[config.mk]
export PLATFORM = sky130hd
export DESIGN_NAME = output_collector
export DESIGN_NICKNAME = d
export VERILOG_FILES = /design/src/rtl/output_collector.sv
export SDC_FILE = /design/constraint.sdc
export NUM_CORES = 1
export LEC_CHECK = 0
export ABC_CLOCK_PERIOD_IN_PS = 6900
export CORE_MARGIN = 5
export CORE_UTILIZATION = 35
export CTS_BUF_LIST = sky130_fd_sc_hd__clkbuf_2 sky130_fd_sc_hd__clkbuf_4 sky130_fd_sc_hd__clkbuf_8
export CTS_CLUSTER_DIAMETER = 50
export DETAILED_ROUTE_END_ITERATION = 7
export GPL_TIMING_DRIVEN = 1
export SLEW_MARGIN = 20
export SYNTH_ARGS = -nofsm -noshare
export SYNTH_HDL_FRONTEND = slang
export SYNTH_SLANG_ARGS = --single-unit
[constraint.sdc]
create_clock -name clk -period 6.9 [get_ports clk]
set_input_delay 1.38 -clock clk [delete_from_list [all_inputs] [get_ports clk]]
set_output_delay 1.38 -clock clk [all_outputs]
set_load 0.01 [all_outputs]
[src/rtl/output_collector.sv]
// Collects output-neuron results into a FIFO: tracks in-flight samples, captures y with a class bit.
// Optional per-capture statistics counters are enabled by OUTPUT_COLLECTOR_STATS_EN.
module output_collector #(
    parameter int unsigned WIDTH    = 32,
    parameter int unsigned PIPE_LAT = 4,
    parameter int unsigned DEPTH    = 8,
    parameter logic signed [WIDTH-1:0] THRESH = '0
) (
    input  logic                     clk,
    input  logic                     rst,
    input  logic                     en,
    input  logic                     in_valid,
    input  logic [WIDTH-1:0]         y,
    input  logic                     out_ready,
    output logic                     out_valid,
    output logic [WIDTH-1:0]         out_data,
    output logic                     out_class,
    output logic [$clog2(DEPTH):0]   count,
    output logic                     full,
    output logic                     empty,
    output logic                     overflow
`ifdef OUTPUT_COLLECTOR_STATS_EN
    ,
    output logic [15:0]              sample_cnt,
    output logic [15:0]              pos_cnt
`endif
);

    localparam int unsigned AW = $clog2(DEPTH);
    localparam int unsigned CW = AW + 1;

    logic [PIPE_LAT-1:0] tracker;
    logic [PIPE_LAT-1:0] tracker_shift;
    logic                capture_c;
    logic                cls_c;
    logic                push_c;
    logic                pop_c;
    logic [AW-1:0]       wptr;
    logic [AW-1:0]       rptr;
    logic [WIDTH:0]      mem [DEPTH];
    logic [WIDTH:0]      head;

    // A sample's tail bit lines up with its y on the neuron output.
    assign tracker_shift = (tracker << 1) | PIPE_LAT'(in_valid);
    assign capture_c     = en & tracker[PIPE_LAT-1];
    assign cls_c         = $signed(y) >= THRESH;
    assign pop_c         = ~empty & out_ready;
    assign push_c        = capture_c & (~full | pop_c);

    always_ff @(posedge clk) begin
        if (rst) begin
            tracker <= '0;
        end else if (en) begin
            tracker <= tracker_shift;
        end
    end

    always_ff @(posedge clk) begin
        if (rst) begin
            wptr     <= '0;
            rptr     <= '0;
            count    <= '0;
            overflow <= 1'b0;
        end else begin
            if (push_c) begin
                wptr <= wptr + AW'(1);
            end
            if (pop_c) begin
                rptr <= rptr + AW'(1);
            end
            case ({push_c, pop_c})
                2'b10:   count <= count + CW'(1);
                2'b01:   count <= count - CW'(1);
                default: count <= count;
            endcase
            overflow <= overflow | (capture_c & full & ~pop_c);
        end
    end

    // Storage is not reset; the head is masked while empty.
    always_ff @(posedge clk) begin
        if (!rst && push_c) begin
            mem[wptr] <= {y, cls_c};
        end
    end

    assign head      = mem[rptr];
    assign full      = (count == CW'(DEPTH));
    assign empty     = (count == '0);
    assign out_valid = ~empty;
    assign out_data  = empty ? '0 : head[WIDTH:1];
    assign out_class = ~empty & head[0];

`ifdef OUTPUT_COLLECTOR_STATS_EN
    always_ff @(posedge clk) begin
        if (rst) begin
            sample_cnt <= '0;
            pos_cnt    <= '0;
        end else if (capture_c) begin
            if (sample_cnt != 16'hFFFF) begin
                sample_cnt <= sample_cnt + 16'd1;
            end
            if (cls_c && pos_cnt != 16'hFFFF) begin
                pos_cnt <= pos_cnt + 16'd1;
            end
        end
    end
`endif

endmodule
==> flow_metrics.py <==
metrics = {
    "placement": {
        "place.detailed.hpwl_mm": 13.19,
        "dp_cells": 978,
        "place_congestion": 0.7208,
        "port_buffers": 77,
    },
    "synthesis": {
        "yosys.area_share.simple_pct": 3.157,
        "yosys.area.top_type": "edfxtp_1",
        "synthMuxAreaShare_pct": 17.39,
        "yosysWarnings": 0,
        "synth_cells": 514,
        "syn_area_per_cell_um2": 21.05,
        "syn_nets": 554,
        "synth_compound_area_share_pct": 1.076,
        "ys_async_sr_fraction_pct": 0,
        "syn_area_mm2": 0.01082,
        "yosys_most_used_dff": "edfxtp_1",
        "synthAdderAreaFrac_pct": 0.3469,
        "synth_top_area_share_pct": 73.27,
        "synth_xor_area_share_pct": 0.2429,
        "ys_seq_area_share_pct": 76.60,
        "synth-seq-cells": 282,
        "synth_top_family_by_area": "multiplexers",
        "synth_edf_count": 264,
        "synth_cell_types": 34,
        "synthTopCellsByArea": "edfxtp_1, mux4_2, mux2i_1",
    },
    "setup_path": {
        "crit_end": "out_data[31]",
        "startpoint_type": "flop",
        "crit_fanout": 35,
        "endpoint_kind": "primary output",
        "required_ps": 5520,
        "arrival_ps": 3140,
        "timing.rr.start": "count[0]",
        "path_class": "reg -> out",
        "reg2reg_to": "count[2]",
        "rrSetupSlack_ps": 4250,
        "reg2reg_depth": 7,
    },
    "cts": {
        "cts-hold-fix-buffers": 0,
        "insertion_delay_ps": 520,
        "clockBufferDepth": 3,
        "clkTransAtPathRegs_ps": 60,
        "cts_resized": 0,
        "clock-sinks": 282,
        "htreeDepth": 2,
        "cts_tree": "done",
        "cts_buffers": 46,
        "cts-root-buf": "clkbuf_8",
        "cts_setup_buffers": 0,
    },
    "pwr": {
        "ir_worst_vdd_uv": 118.2,
        "p_total_mw": 3.478,
        "powerDensity_mw_per_mm2": 264.1,
        "power_leakage_nw": 4.021,
    },
    "floorplan": {
        "initial_core_util_pct": 35.37,
        "core_area_mm2": 0.03059,
        "die-area_mm2": 0.03453,
        "die_w_um": 185.8,
        "die_h_um": 185.8,
        "io_pins": 78,
        "rows": 64,
    },
    "finish": {
        "nNetsFinal": 671,
        "final_layout_size_suffix_gt1_share_pct": 25.98,
        "syn_to_final_growth_pct": 21.72,
        "layoutNonFillerInstCount": 1062,
        "diodes": 0,
    },
    "timing": {
        "tns_ps": 0,
        "fmax_ghz": 0.2210,
        "tightestPinTransition_ps": 979.9,
        "final_max_slew_viol_count": 0,
        "hold_violations": 0,
        "min_period_ps": 4525,
        "relSlewSlack_pct": 34.67,
        "finalCritPeriodShare_pct": 65.58,
        "setup_violations": 0,
        "rsz0062_at_grt": "no",
        "skew_ps": 14.95,
    },
    "route": {
        "vias_per_cell": 4.920,
        "first_pass_iters": 4,
        "antenna_left": 0,
        "dr_total_vias": 5225,
        "routedWlPerCell_um": 20.46,
        "first_iter_violations": 501,
        "finalWirelength_mm": 21.73,
        "drc": 0,
    },
    "global_routing": {
        "grt_pass1_vias": 5809,
        "grt_max_degree": 67,
        "grt_overflow": 0,
        "grt_use_total_pct": 12.78,
        "grt_pass1_wl_mm": 33.76,
        "grt_antenna_before_repair": 0,
    },
    "min_path": {
        "worstHoldPathType": "reg -> reg",
    },
    "flow_run": {
        "maxCapViolCount": 0,
    },
    "run_status": {
        "status": "complete, no violations",
    },
}
[state kept, by name, indices dropped and copies added (netlist names), named ones only]
register  flops
mem         264
tracker       4
overflow      1
count         4
rptr          3
wptr          3
[how the worst min path moves through the flow]
stage                         from        to  slack [ps]  depth (start not counted)
final                     overflow  overflow         500                          2
after CTS                 overflow  overflow         490                          2
after global placement     rptr[1]      flop         470                          2
after detailed placement  overflow  overflow         480                          2
after floorplan            rptr[1]      flop         450                          2
after global routing      overflow  overflow         530                          2
[kinds of logic (layout without fill, tap and decap cells)]
| group | after synthesis | in the layout |
|---|---|---|
| xor+xnor | 3 | 3 |
| compound gates | 16 | 16 |
| simple gates | 77 | 77 |
| fa+ha+maj | 3 | 3 |
| mux | 105 | 105 |
| buf+inv | 28 | 180 |
| flops | 282 | 282 |
[worst max-delay path, stage by stage (launching register included)]
cell             delay (ps)
dfxtp_4                 540
buf_16                  310
buf_4                   410
mux4_2                  550
mux2i_1                 220
nor2_1                   70
clkdlybuf4s50_1         490
[area by class of cell]
class | count | area [µm²]
fillers | 2647 | 17420
flip-flops and latches | 282 | 8297
multi-input cells | 204 | 2456
repair buffers | 95 | 1039
clock buffers | 64 | 787.0
well taps | 396 | 495.5
clock inverters | 19 | 87.58
inverters | 2 | 7.507
[per-layer routing]
metal  wire length (µm)  GRT usage (%)  vias to the layer above
li1                   -              -                     2340
met1               9006          16.31                     2718
met2              11320          22.34                      126
met3                964          2.501                       41
met4                447          3.614                        0
met5                  0              0                        -
[metrics by stage]
step	instance area (µm²)	setup slack, ps	util [%]	hold WS, ps
finish	13170	2375	43.05	497.8
detailed placement	12270	2575	40.10	476.5
floorplan	10820	1005	-	454.1
CTS	13140	1986	42.96	489.8
global placement	12110	2486	39.59	465.3
global route	13170	2092	43.05	527.0
[cells in the final DEF (no fill, tap or decap), drive strengths merged, types with 4 or more instances in the layout]
cell type      synthesis  final
nand2                  6      6
nand3                  4      4
dfxtp                 18     18
edfxtp               264    264
clkdlybuf4s50          0     77
clkinv                 1     18
mux2i                 38     38
nor3                   5      5
mux4                  66     66
nor2                  49     49
buf                   17     18
a21oi                  6      6
clkbuf                 9     64
[cells in the mapped netlist (2+ instances only)]
cell / instances
mux2i_1: 38
nand2b_1: 3
dfxtp_1: 18
nor2b_1: 2
nor2_1: 49
nor3_1: 4
ha_1: 3
mux4_2: 66
nand3_1: 4
clkbuf_1: 9
and2_1: 2
o21ai_0: 3
nand3b_1: 2
buf_2: 12
xor2_1: 3
a21oi_1: 5
nand2_1: 6
nor4_1: 3
edfxtp_1: 264
buf_1: 4
[power by group]
group          internal, mW  switching [mW]  leakage, nW
logic                 0.134           0.118         1.04
registers              1.87          0.0107         2.52
clock network         0.737           0.606        0.465
(Power assumes the default switching activity.)
